===== src/rtl/octurdle_pkg.sv =====
// Shared types and constants for the octurdle game controller.
// Holds the FSM state encoding, display source codes and default parameters.
package octurdle_pkg;

    typedef enum logic [2:0] {
        IDLE      = 3'd0,
        NEW_ROUND = 3'd1,
        GUESS     = 3'd2,
        COMPARE   = 3'd3,
        CHECK     = 3'd4,
        WIN_SHOW  = 3'd5,
        LOSE_SHOW = 3'd6
    } state_t;

    localparam logic [1:0] SRC_SCORE  = 2'd0;
    localparam logic [1:0] SRC_SWITCH = 2'd1;
    localparam logic [1:0] SRC_CMP    = 2'd2;
    localparam logic [1:0] SRC_RAND   = 2'd3;

    localparam int DEF_MAX_GUESSES  = 6;
    localparam int DEF_WIN_HOLD_CYC = 100_000_000;

    // Display source for the current state. User requests only apply outside the show states.
    function automatic logic [1:0] sel_src(input state_t st, input logic score,
                                           input logic rand_req, input logic switches);
        logic [1:0] src;
        src = SRC_CMP;
        if (st == LOSE_SHOW)
            src = SRC_RAND;
        else if (st == WIN_SHOW)
            src = SRC_CMP;
        else if (score)
            src = SRC_SCORE;
        else if (rand_req)
            src = SRC_RAND;
        else if (switches)
            src = SRC_SWITCH;
        else if (st == IDLE)
            src = SRC_SCORE;
        return src;
    endfunction

endpackage


===== src/rtl/game_sequencer_hold_timer.sv =====
// Win-display hold timer: counts up from 0 after start, done flags the last held cycle.
// A new start always restarts the count from 0.
module hold_timer #(
    parameter int CYCLES = 8
) (
    input  logic clk,
    input  logic Reset,
    input  logic start,
    output logic done
);

    localparam int CW = (CYCLES > 2) ? $clog2(CYCLES) : 1;
    localparam logic [CW-1:0] LAST = CW'(CYCLES - 1);

    logic [CW-1:0] cnt;
    logic          running;

    assign done = running && (cnt == LAST);

    always_ff @(posedge clk) begin
        if (Reset) begin
            cnt     <= '0;
            running <= 1'b0;
        end else if (start) begin
            cnt     <= '0;
            running <= 1'b1;
        end else if (done) begin
            cnt     <= '0;
            running <= 1'b0;
        end else if (running) begin
            cnt <= cnt + 1'b1;
        end
    end

endmodule


===== src/rtl/game_sequencer.sv =====
// Round sequencer for the guessing game: secret generation, guess compare,
// win celebration hold and lose reveal, plus display source selection.
//
// state     | meaning
// ----------+----------------------------------------------
// IDLE      | waiting for first Enter press
// NEW_ROUND | one cycle: gen_rand pulse, reload guesses
// GUESS     | waiting for Enter to submit a guess
// COMPARE   | comparator working on the latched guess
// CHECK     | win flag sampled, score/guess bookkeeping
// WIN_SHOW  | celebration display held for WIN_HOLD_CYC
// LOSE_SHOW | secret revealed until next Enter press
module game_sequencer
    import octurdle_pkg::*;
#(
    parameter int MAX_GUESSES  = DEF_MAX_GUESSES,
    parameter int WIN_HOLD_CYC = DEF_WIN_HOLD_CYC
) (
    input  logic       clk,
    input  logic       Reset,
    input  logic       Enter,
    input  logic       win,
    input  logic       disp_score,
    input  logic       disp_random,
    input  logic       disp_switches,
    output logic       gen_rand,
    output logic       cmp_en,
    output logic       score_inc,
    output logic       score_clr,
    output logic [1:0] sel_bits,
    output logic       sseg_mode,
    output logic [2:0] guesses_left
);

    state_t state;
    logic   enter_prev;
    logic   enter_evt;
    logic   hold_start;
    logic   hold_done;

    assign enter_evt  = Enter && !enter_prev;
    assign hold_start = (state == CHECK) && win;

    hold_timer #(
        .CYCLES (WIN_HOLD_CYC)
    ) u_hold (
        .clk   (clk),
        .Reset (Reset),
        .start (hold_start),
        .done  (hold_done)
    );

    always_ff @(posedge clk) begin
        if (Reset) begin
            state        <= IDLE;
            enter_prev   <= 1'b1;
            gen_rand     <= 1'b0;
            cmp_en       <= 1'b0;
            score_inc    <= 1'b0;
            score_clr    <= 1'b0;
            sel_bits     <= SRC_SCORE;
            sseg_mode    <= 1'b0;
            guesses_left <= 3'd0;
        end else begin
            enter_prev <= Enter;
            gen_rand   <= 1'b0;
            cmp_en     <= 1'b0;
            score_inc  <= 1'b0;
            score_clr  <= 1'b0;
            sel_bits   <= sel_src(state, disp_score, disp_random, disp_switches);

            case (state)
                IDLE: begin
                    if (enter_evt) begin
                        gen_rand <= 1'b1;
                        state    <= NEW_ROUND;
                    end
                end
                NEW_ROUND: begin
                    guesses_left <= 3'(MAX_GUESSES);
                    state        <= GUESS;
                end
                GUESS: begin
                    if (enter_evt) begin
                        cmp_en <= 1'b1;
                        state  <= COMPARE;
                    end
                end
                COMPARE: begin
                    state <= CHECK;
                end
                CHECK: begin
                    if (win) begin
                        score_inc <= 1'b1;
                        sseg_mode <= 1'b1;
                        state     <= WIN_SHOW;
                    end else if (guesses_left <= 3'd1) begin
                        // Last guess spent (or counter already empty): clamp at 0
                        guesses_left <= 3'd0;
                        score_clr    <= 1'b1;
                        sel_bits     <= SRC_RAND;
                        state        <= LOSE_SHOW;
                    end else begin
                        guesses_left <= guesses_left - 3'd1;
                        state        <= GUESS;
                    end
                end
                WIN_SHOW: begin
                    if (hold_done) begin
                        sseg_mode <= 1'b0;
                        gen_rand  <= 1'b1;
                        state     <= NEW_ROUND;
                    end
                end
                LOSE_SHOW: begin
                    sel_bits <= SRC_RAND;
                    if (enter_evt) begin
                        gen_rand <= 1'b1;
                        state    <= NEW_ROUND;
                    end
                end
                default: begin
                    state <= IDLE;
                end
            endcase
        end
    end

endmodule


===== config.mk =====
export PLATFORM = sky130hd
export DESIGN_NAME = game_sequencer
export DESIGN_NICKNAME = d
export VERILOG_FILES = /design/src/rtl/octurdle_pkg.sv /design/src/rtl/game_sequencer_hold_timer.sv /design/src/rtl/game_sequencer.sv
export SDC_FILE = /design/constraint.sdc
export NUM_CORES = 1
export LEC_CHECK = 0
export ABC_AREA = 1
export ABC_CLOCK_PERIOD_IN_PS = 3400
export CAP_MARGIN = 20
export CORE_ASPECT_RATIO = 1.2
export CORE_MARGIN = 2
export CORE_UTILIZATION = 40
export CTS_CLUSTER_DIAMETER = 80
export DETAILED_ROUTE_END_ITERATION = 12
export SYNTH_ARGS = -nofsm -noshare
export SYNTH_HDL_FRONTEND = slang
export SYNTH_SLANG_ARGS = --single-unit

===== constraint.sdc =====
create_clock -name clk -period 3.4 [get_ports clk]
set_input_delay 0.68 -clock clk [delete_from_list [all_inputs] [get_ports clk]]
set_output_delay 0.68 -clock clk [all_outputs]
set_load 0.01 [all_outputs]

==> Yosys cells after proc, flatten, opt, wreduce, memory -nomap -nowiden <==
Index checks and enable logic that the tools add are counted.
{ "word_totals": {"ff_bits": 42, "word_cells": 70, "out_inout_bits": 10, "in_bits": 7} }
{ "classes": {"eq_ne": 12, "n_mux": 26, "n_addsub": 2, "bitwise_logic": 2, "order_cmp": 1, "n_reduce_logical": 16} }
{ "ops": {"columns": ["operator", "n"], "rows": [
  ["$add A27 B1 Y27 const B", 1],
  ["$eq A27 B27 Y1 const B", 1],
  ["$mux W3", 7],
  ["$pmux W3 S6", 1],
  ["$mux W2", 7],
  ["$eq A3 B3 Y1 const B", 3],
  ["$ne A2 B2 Y1 const B", 4],
  ["$mux W1", 7],
  ["$eq A3 B2 Y1 const B", 2],
  ["$pmux W3 S2", 1],
  ["$reduce_and A3 Y1", 2],
  ["$reduce_bool A2 Y1", 3],
  ["$reduce_or A2 Y1", 3],
  ["$reduce_or A3 Y1", 2],
  ["$pmux W1 S2", 2],
  ["$pmux W2 S2", 1],
  ["$eq A3 B1 Y1 const B", 1],
  ["$le A3 B1 Y1 const B", 1],
  ["$logic_and A1 B1 Y1", 3],
  ["$logic_not A3 Y1", 1],
  ["$sub A3 B1 Y3 const B", 1],
  ["$ne A2 B1 Y1 const B", 1],
  ["$not A1 Y1", 2],
  ["$reduce_and A2 Y1", 1],
  ["$logic_not A1 Y1", 1]
]} }

==> Depth between registers and ports, before layout <==
Gate-level depths: netlist (run 1).
{ "depth": {"ltp_word": 9, "depth_mapped": 11, "depth_no_buf": 11} }

==> By module <==
A second synthesis (run 1) with hierarchy kept.
{ "hier_totals": {"cells_unflattened": 350, "area_unflattened_um2": 2329.7} }
{ "modules_own_cells": {"columns": ["mod", "seq_area_each_um2", "area_each_um2", "cells_per_inst", "instances"], "rows": [
  ["hold_timer", 560.5, 1630.3, 252, 1],
  ["game_sequencer", 280.3, 699.4, 98, 1]
]} }

==> Worst setup path before layout (run 1) <==
Ideal clock, no wire load.
{ "synth_path": {"kind": "input to register", "startpoint": "input port Reset", "endpoint": "register u_hold.cnt[12]", "path_stages": 6, "arrival_ns": 1.459, "path_buffers": 3, "setup_ns": 0.114, "setup_slack_ns": 1.827, "path_cell_list": "clkbuf_1 -> inv_1 -> nand3_2 -> buf_6 -> buf_6 -> nor2_1"} }
{ "synth_via": {"elab_chain_cells": 1} }
{ "synth_lines": {"columns": ["element", "line", "source"], "rows": [
  ["start: declaration", "game_sequencer.sv:20", "input logic Reset,"],
  ["$reduce_or A3 Y1 (no line)", null, null],
  ["end signal: assignment", "game_sequencer_hold_timer.sv:31", "cnt <= cnt + 1'b1;"],
  ["end: declaration", "game_sequencer_hold_timer.sv:15", "logic [CW-1:0] cnt;"]
]} }
No other way between the ends.
A chain may end at the register's enable or synchronous reset.

==> Final worst setup path (run 1) <==
{ "layout_path": {"startpoint": "input port Reset", "endpoint": "register u_hold.cnt[16]"} }
The elaborated chain is that of the path after synthesis.

==> results of run 1 <==
-- synth_stat cells --
master     n  share of area (%)
xor2_1     7                2.8
o21bai_1   2               0.68
nand4_1    3               0.85
inv_1     43                7.3
nand3_2    3                1.4
a21oi_1   16                3.6
a211oi_1   1               0.34
a31oi_1    3               0.85
buf_2      1               0.23
ha_1       3                1.7
dfxtp_1   42                 38
buf_6      2                1.0
xnor2_1    2               0.79
nor2_2     4                1.1
nor3_2     3                1.4
nor2_4     5                2.5
o21ai_0    5                1.1
or2_2      2               0.57
nor3b_1    1               0.34
nor3_1    13                2.9
nor2_1    59                 10
clkbuf_1   1               0.17
nand2_2    6                1.7
nand2_1   78                 13
inv_2      3               0.51
nand3_1   18                4.1
buf_4      1               0.34
o31ai_1    1               0.34
-- per-layer routing --
layer / vias up / global-route usage (%) / share of wire (%)
met5: - / 0 / 0
met4: 0 / 4.460 / 0.80
met3: 4 / 3.682 / 3.7
met2: 39 / 27.19 / 46
met1: 899 / 22.07 / 50
li1: 1057 / - / -
-- cell type report --
| cell class | count | area [µm²] | share of cell area, % |
|---|---|---|---|
| Timing Repair Buffer | 18 | 175.2 | 7.007 |
| Clock buffer | 7 | 76.32 | 3.053 |
| Sequential cell | 42 | 840.8 | 33.63 |
| Inverter | 46 | 172.7 | 6.907 |
| Multi-Input combinational cell | 235 | 1157 | 46.30 |
| Tap cell | 62 | 77.57 | 3.103 |
-- through the flow --
step	setup slack, ps	cell area (µm²)
6_report	1326	2500
5_1_grt	1120	2500
4_1_cts	1276	2500
3_5_place_dp	983.3	2424
3_3_place_gp	1056	2424
2_1_floorplan	1827	2210
-- cells by family (layout without fill, tap and decap cells) --
family	Yosys count	count (layout)	share of synthesized area, %
AO/OA/AOI/OAI	28	28	6.965
XOR/XNOR	9	9	3.568
adder cells (fa/ha/maj)	3	3	1.699
flip-flops	42	42	38.05
AND/OR/NAND/NOR	195	195	40.15
buffers and inverters	51	71	9.569
-- state kept, by name, summed over array words and instances (netlist names) --
| register | cells |
|---|---|
| u_hold.cnt | 27 |
| sel_bits | 2 |
| state | 3 |
| score_clr | 1 |
| cmp_en | 1 |
| guesses_left | 3 |
| score_inc | 1 |
| u_hold.running | 1 |
| sseg_mode | 1 |
| gen_rand | 1 |
| enter_prev | 1 |
-- worst min path at each step --
stage / endpoint
after floorplan: u_hold.cnt[1]$_SDFFE_PP0P_
after global placement: u_hold.cnt[1]$_SDFFE_PP0P_
after detailed placement: u_hold.cnt[2]$_SDFFE_PP0P_
after CTS: u_hold.cnt[2]$_SDFFE_PP0P_
after global routing: u_hold.cnt[2]$_SDFFE_PP0P_
final: u_hold.cnt[1]$_SDFFE_PP0P_
-- tightest hold or removal path, stage by stage (launching register included) --
cell and delay, ps:
dfxtp_1 320, nand2_1 70, a21oi_1 50
-- cells in the final DEF, fill, tap and decap left out --
master | Yosys | final
inv_2 | 3 | 3
nand2_2 | 6 | 6
inv_1 | 43 | 43
nor3b_1 | 1 | 1
nor3_1 | 13 | 13
o31ai_1 | 1 | 1
a211oi_1 | 1 | 1
nor2_1 | 59 | 59
o21bai_1 | 2 | 2
nor2_4 | 5 | 5
a21oi_1 | 16 | 16
clkbuf_1 | 1 | 2
nand3_2 | 3 | 3
xnor2_1 | 2 | 2
ha_1 | 3 | 3
clkdlybuf4s50_1 | 0 | 16
nand4_1 | 3 | 3
dfxtp_1 | 42 | 42
clkbuf_8 | 0 | 5
a31oi_1 | 3 | 3
buf_4 | 1 | 2
nor2_2 | 4 | 4
o21ai_0 | 5 | 5
nor3_2 | 3 | 3
nand3_1 | 18 | 18
xor2_1 | 7 | 7
or2_2 | 2 | 2
nand2_1 | 78 | 78
-- power groups by stage --
stage / Sequential (W) / Combinational [W] / Clock (W)
floorplan: 0.000561 / 0.000173 / 0
global placement: 0.000566 / 0.000245 / 0
detailed placement: 0.000565 / 0.000249 / 0
CTS: 0.000554 / 0.000251 / 0.000318
global route: 0.000558 / 0.000284 / 0.000339
finish: 0.000554 / 0.000250 / 0.000309
==> impl_metrics.tcl, run 1 <==
set metrics [dict create \
    max_slew_margin_pct 55.38 \
    place_hpwl_mm 3.626 \
    startpoint_type "primary input" \
    endpoint "u_hold.cnt[16]$_SDFFE_PP0P_" \
    slowest_stage "clkdlybuf4s50_1" \
    grt_pass1_vias 1886 \
    synth.distinct_cells 28 \
    grtUsageTotal_pct 16.65 \
    grt_max_degree 14 \
    switching_power_w 0.0003451 \
    synth_warnings 0 \
    clockBufferDepth 2 \
    wire_per_inst_um 11.60 \
    antenna_found_initial 0 \
    worst_pin_slew_ps 664.2 \
    fin_skew_ps 4.517 \
    holdPathStages 2 \
    postCtsHoldBufs 0 \
    synth_area_um2 2210 \
    hold_violations 0 \
    period_share_pct 61.00 \
    die_h_um 85.42 \
    pwr-share-seq_pct 49.8 \
    hold_class "flip-flop to flip-flop" \
    crit_fanout 13 \
    route.vias.total 1999 \
    syn2layout_area_growth_pct 13.14 \
    rr_startpoint "u_hold.cnt[0]$_SDFFE_PP0P_" \
    globalplace.congestion 0.8224 \
    clk_pin_slew_ps 80 \
    internal_power_w 0.0007674 \
    fillers 559 \
    synthCells 328 \
    ys_seq_area_share_pct 38.05 \
    reg2reg_depth 10 \
    maxCapViolations 0 \
    stdcell_count 410 \
    grt.overflow.total 0 \
    cp_top_family "buffers and inverters" \
    core-area_um2 5298 \
    crit_top_cell "inv_1" \
    worstSetupPathType "primary input to flip-flop" \
    dp.cells 403 \
    initial_core_util_pct 41.71 \
    path_buf_inv 3 \
    n_antenna_cell 0 \
    leakagePower_nw 0.9378 \
    hold_ws_ps 484.7 \
    power_density_nw_per_um2 445.0 \
    grt_pass1_wl_mm 8.238 \
    grt_setup_unrepaired "false" \
    setup_viol 0 \
    r2r_end "u_hold.cnt[16]$_SDFFE_PP0P_" \
    crit_required_ps 3630 \
    drcViolationCount 0 \
    drtPass1Iterations 5 \
    comb_power_share_pct 22.4 \
    clkSinkCount 42 \
    outcome "finished, final reports clean" \
    dieArea_um2 6137 \
    vdd_drop_max_mv 0.2201 \
    crit_path_end_kind "flip-flop" \
    path_cells "clkdlybuf4s50_1 > inv_1 > nand3_2 > inv_1 > nand2_1 > nor2_1" \
    port-buffer-count 16 \
    final_layout_size_suffix_gt1_share_pct 9.483 \
    r2r_slack_ps 1630 \
    clock_power_share_pct 27.8 \
    cp.arrival_ps 2310 \
    synth_seq_cells 42 \
    detail-route-antenna-nets 0 \
    slew_viol_final 0 \
    synth.avg_cell_area_um2 6.737 \
    nets 358 \
    avgViaCountPerCell 4.876 \
    pin_count 17 \
    clock_latency_ps 290 \
    fin_setup_tns_ps 0 \
    wirelength_mm 4.755 \
    drt_iter0_drc 64 \
    post_cts_buffers 0 \
    switching_share_pct 31.02 \
    ctsRootBufferMaster "clkbuf_8" \
    syn_nets 338 \
    final.min_clock_period_ps 2074 \
    min-delay-start "u_hold.cnt[1]$_SDFFE_PP0P_" \
    finalPower_w 0.001113 \
    cts_buffers 5 \
    cts_max_level 2 \
    worstSetupPathDepth 6 \
    worstSetupStartpoint "Reset" \
    num_rows 29 \
    clock.fmax_mhz 482.2 \
    final_util_pct 47.19 \
    cpPeakStageDelay_ps 570 \
    cts_resized 0 \
    cts_tree "built" \
    dieWidth_um 71.85 \
]
Note: power is estimated with default switching activity, not from simulation.
==> run 2, diff against run 1 <==
Settings changed: ABC_CLOCK_PERIOD_IN_PS 3400 to 1900.
Clock period 3.4 ns to 1.9 ns, I/O delays scaled along.
==> impl_metrics.tcl, run 2 (synthesis gave the netlist of run 1 again) <==
set metrics [dict create \
    outcome "finished, final reports clean" \
    place_area_um2 2454 \
    final.min_clock_period_ps 1659 \
    slowest_stage "dfxtp_1" \
    worst_pin_slew_ps 316.9 \
    crit_required_ps 2090 \
    maxCapViolations 0 \
    cp_top_family "simple AND/OR/NAND/NOR gates" \
    layout_commonest_cell "nand2_1" \
    cts_tree "built" \
    detail-route-antenna-nets 0 \
    max_slew_margin_pct 78.71 \
    largestRegisters "u_hold.cnt: 27 flops, guesses_left: 3 flops, state: 3 flops" \
    final_layout_size_suffix_gt1_share_pct 11.33 \
    grt_pass1_vias 1917 \
    clock_latency_ps 290 \
    clkSinkCount 42 \
    met1_length_mm 2.210 \
    port-buffer-count 16 \
    power_density_nw_per_um2 803.9 \
    fin_setup_tns_ps 0 \
    pin_count 17 \
    cpPeakStageDelay_ps 370 \
    grtUsageTotal_pct 16.97 \
    cts_resized 0 \
    hold_violations 0 \
    initial_core_util_pct 41.71 \
    cp.arrival_ps 1850 \
    met2_length_mm 2.094 \
    die_h_um 85.42 \
    clockBufferDepth 2 \
    slew_viol_final 0 \
    antenna_found_initial 0 \
    syn2layout_area_growth_pct 15.35 \
    cts_buffers 5 \
    grt_setup_unrepaired "false" \
    fillers 563 \
    stdcell_area_um2 2549 \
    route.vias.total 1980 \
    route.met3.wl_um 157 \
    crit_path_end_kind "flip-flop" \
    period_share_pct 87.30 \
    avgViaCountPerCell 4.771 \
    path_buf_inv 2 \
    wirelength_mm 4.587 \
    leakagePower_nw 0.9665 \
    drt_iter0_drc 66 \
    crit_fanout 8 \
    final_util_pct 48.11 \
    ctsRootBufferMaster "clkbuf_8" \
    core-area_um2 5298 \
    worstSetupPathType "flip-flop to flip-flop" \
    drcViolationCount 0 \
    setup_viol 0 \
    vdd_drop_max_mv 0.4753 \
    clk_pin_slew_ps 80 \
    num_rows 29 \
    nets 362 \
    grt_max_degree 14 \
    globalplace.congestion 0.8825 \
    largest_reg_flops 27 \
    finalPower_w 0.002049 \
    startpoint_type "flip-flop" \
    top_layer "met4" \
    path_cells "ha_1 > inv_1 > nor2_1 > nand2_2 > nor2_4 > nand2_2 > nand3_2 > inv_1 > nand2_1 > nor2_1" \
    fin_skew_ps 4.537 \
    dieArea_um2 6137 \
    most-common-layout-cells "nand2_1, nor2_1, inv_1, dfxtp_1, nand3_1" \
    largest-register "u_hold.cnt" \
    grt.overflow.total 0 \
    hold_class "flip-flop to flip-flop" \
    post_cts_buffers 0 \
    grt_pass1_wl_mm 8.293 \
    n_antenna_cell 0 \
    place_hpwl_mm 3.555 \
    dieWidth_um 71.85 \
    cts_max_level 2 \
    wire_per_inst_um 11.05 \
    drtPass1Iterations 4 \
    clock.fmax_mhz 602.9 \
    postCtsHoldBufs 0 \
]
-- run 2: cell types whose count changed in the layout (fill, tap and decap cells not counted), sizes merged --
cell and change:
clkinv +1, clkbuf -1, buf +4, clkinvlp +1
-- run 2: layout make-up --
class	count	area, µm²	area share [%]
Sequential cell	42	840.8	32.99
Inverter	46	172.7	6.775
Clock inverter	2	12.51	0.4909
Multi-Input combinational cell	235	1157	45.41
Timing Repair Buffer	22	205.2	8.051
Tap cell	62	77.57	3.044
Clock buffer	6	82.58	3.240
-- run 2: layer usage --
layer	vias to the layer above	global-route usage, %
li1	1069	-
met1	867	20.94
met2	30	28.03
met3	14	3.919
met4	0	7.376
met5	-	0
-- run 2: metrics by stage --
step | instances | setup slack (ps) | hold WS, ps
floorplan | 328 | 480.8 | 454.6
global placement | 407 | 234.6 | 471.0
detailed placement | 407 | 216.5 | 478.0
CTS | 415 | 217.5 | 492.8
global route | 415 | 62.35 | 514.2
finish | 415 | 241.3 | 488.3
-- run 2: report_power, final --
group          total (W)  switching (W)  internal (W)
Sequential      0.000993      0.0000589      0.000934
Clock           0.000610       0.000318      0.000292
Combinational   0.000446       0.000254      0.000192
Total            0.00205       0.000631       0.00142
-- run 2: worst reg2reg max path, stage by stage, from the launching register on --
cell,delay (ps)
dfxtp_1,370
ha_1,200
inv_1,50
nor2_1,120
nand2_2,120
nor2_4,120
nand2_2,80
nand3_2,160
inv_1,190
nand2_1,110
nor2_1,40
-- run 2: worst paths after layout --
path                                    from                          end  slack [ps]  cells past startpoint
setup reg to reg  u_hold.cnt[0]$_SDFFE_PP0P_  u_hold.cnt[25]$_SDFFE_PP0P_         240                     10
setup / recovery  u_hold.cnt[0]$_SDFFE_PP0P_  u_hold.cnt[25]$_SDFFE_PP0P_         240                     10
hold / removal    u_hold.cnt[1]$_SDFFE_PP0P_   u_hold.cnt[1]$_SDFFE_PP0P_         490                      2
hold reg to reg   u_hold.cnt[1]$_SDFFE_PP0P_   u_hold.cnt[1]$_SDFFE_PP0P_         490                      2
==> run 3, diff against run 2 <==
Settings changed: DONT_BUFFER_PORTS set to 1.
==> impl_metrics.tcl, run 3 (synthesis gave the netlist of run 1 again) <==
set metrics [dict create \
    outcome "finished, final reports clean" \
    wire_per_inst_um 11.30 \
    crit_path_end_kind "flip-flop" \
    power_density_nw_per_um2 866.0 \
    layout_commonest_cell "nand2_1" \
    dp.cells 388 \
    leakagePower_nw 0.8975 \
    cts_max_level 2 \
    most-common-layout-cells "nand2_1, nor2_1, inv_1, dfxtp_1, nand3_1" \
    final.min_clock_period_ps 1594 \
    largest-register "u_hold.cnt" \
    wirelength_mm 4.474 \
    grt_setup_unrepaired "false" \
    fin_setup_tns_ps 0 \
    dieWidth_um 71.85 \
    largestRegisters "u_hold.cnt: 27 flops, guesses_left: 3 flops, state: 3 flops" \
    startpoint_type "flip-flop" \
    dieArea_um2 6137 \
    maxCapViolations 0 \
    detail-route-antenna-nets 0 \
    port-buffer-count 0 \
    final_layout_size_suffix_gt1_share_pct 10.78 \
    drtPass1Iterations 5 \
    ctsRootBufferMaster "clkbuf_8" \
    clock_latency_ps 290 \
    place_hpwl_mm 3.530 \
    max_slew_margin_pct 62.11 \
    setup_viol 0 \
    globalplace.congestion 0.8511 \
    grt.overflow.total 0 \
    grt_pass1_wl_mm 7.893 \
    largest_reg_flops 27 \
    clk_pin_slew_ps 80 \
    initial_core_util_pct 41.71 \
    cp.arrival_ps 1790 \
    antenna_found_initial 0 \
    clock.fmax_mhz 627.5 \
    core-area_um2 5298 \
    postCtsHoldBufs 0 \
    clockBufferDepth 2 \
    slew_viol_final 0 \
    post_cts_buffers 0 \
    worst_pin_slew_ps 564.0 \
    multiInputGateArea_um2 1157 \
    period_share_pct 83.88 \
    stdcell_count 396 \
    drt_iter0_drc 110 \
    die_h_um 85.42 \
    cts_buffers 5 \
    final_util_pct 44.95 \
    fin_skew_ps 5.527 \
    route.vias.total 1954 \
    avgViaCountPerCell 4.934 \
    hold_violations 0 \
    grt_max_degree 14 \
    fillers 534 \
    grt_pass1_vias 1774 \
    finalPower_w 0.002062 \
    cts_resized 0 \
    grtUsageTotal_pct 16.13 \
    n_antenna_cell 0 \
    cts_tree "built" \
    clkSinkCount 42 \
    crit_required_ps 2100 \
    hold_ws_ps 142.3 \
    crit_fanout 8 \
    pin_count 17 \
    hold_class "primary input to flip-flop" \
    worstSetupPathType "flip-flop to flip-flop" \
    drcViolationCount 0 \
    seqCellArea_um2 840.8 \
    nets 343 \
    syn2layout_area_growth_pct 7.757 \
    vdd_drop_max_mv 0.5126 \
    num_rows 29 \
]
==> run 3: cell types whose count changed in the layout (fill, tap and decap cells not counted) <==
cell             previous run  this run
buf_4                       6         3
bufinv_16                   0         1
clkbuf_1                    0         1
clkbuf_8                    6         5
clkdlybuf4s50_1            16         0
clkinv_2                    1         0
==> run 3: power by group <==
part,switching [W],internal (W),total (W)
Sequential,0.0000768,0.000934,0.00101
Combinational,0.000221,0.000129,0.000350
Clock,0.000309,0.000392,0.000701
Total,0.000607,0.00145,0.00206
==> run 3: worst paths after layout <==
kind                              startpoint                     endpoint  slack [ps]  cells past startpoint
setup / recovery  u_hold.cnt[0]$_SDFFE_PP0P_  u_hold.cnt[23]$_SDFFE_PP0P_         310                     10
hold / removal                         Reset          gen_rand$_SDFF_PP0_         140                      1
setup reg to reg  u_hold.cnt[0]$_SDFFE_PP0P_  u_hold.cnt[23]$_SDFFE_PP0P_         310                     10
hold reg to reg   u_hold.cnt[1]$_SDFFE_PP0P_   u_hold.cnt[1]$_SDFFE_PP0P_         480                      2
==> run 3: area by class of cell <==
| class | instances | area share (%) |
|---|---|---|
| flip-flops and latches | 42 | 35.31 |
| repair buffers | 3 | 0.9459 |
| multi-input cells | 235 | 48.61 |
| inverters | 46 | 7.252 |
| clock inverters | 2 | 1.576 |
| well taps | 62 | 3.258 |
| clock buffers | 6 | 3.048 |
==> run 3: worst max-delay path: stages, from the launching register on <==
cell and delay [ps]:
dfxtp_1 370, ha_1 200, inv_1 50, nor2_1 120, nand2_2 120, nor2_4 110, nand2_2 80, nand3_2 140
inv_1 170, nand2_1 110, nor2_1 40
==> run 3: stage by stage <==
| step | setup WS (ps) | instance area, µm² |
|---|---|---|
| after floorplan | 480.8 | 2210 |
| after global routing | 115.6 | 2381 |
| after global placement | 353.5 | 2271 |
| final | 306.2 | 2381 |
| after CTS | 286.3 | 2381 |
| after detailed placement | 297.5 | 2271 |
==> run 3: per-layer routing <==
| metal | routed length (µm) | up-vias | GRT usage (%) |
|---|---|---|---|
| li1 | - | 1027 | - |
| met1 | 2030 | 872 | 20.26 |
| met2 | 2145 | 47 | 27.02 |
| met3 | 210 | 8 | 3.444 |
| met4 | 87 | 0 | 5.832 |
| met5 | 0 | - | 0 |
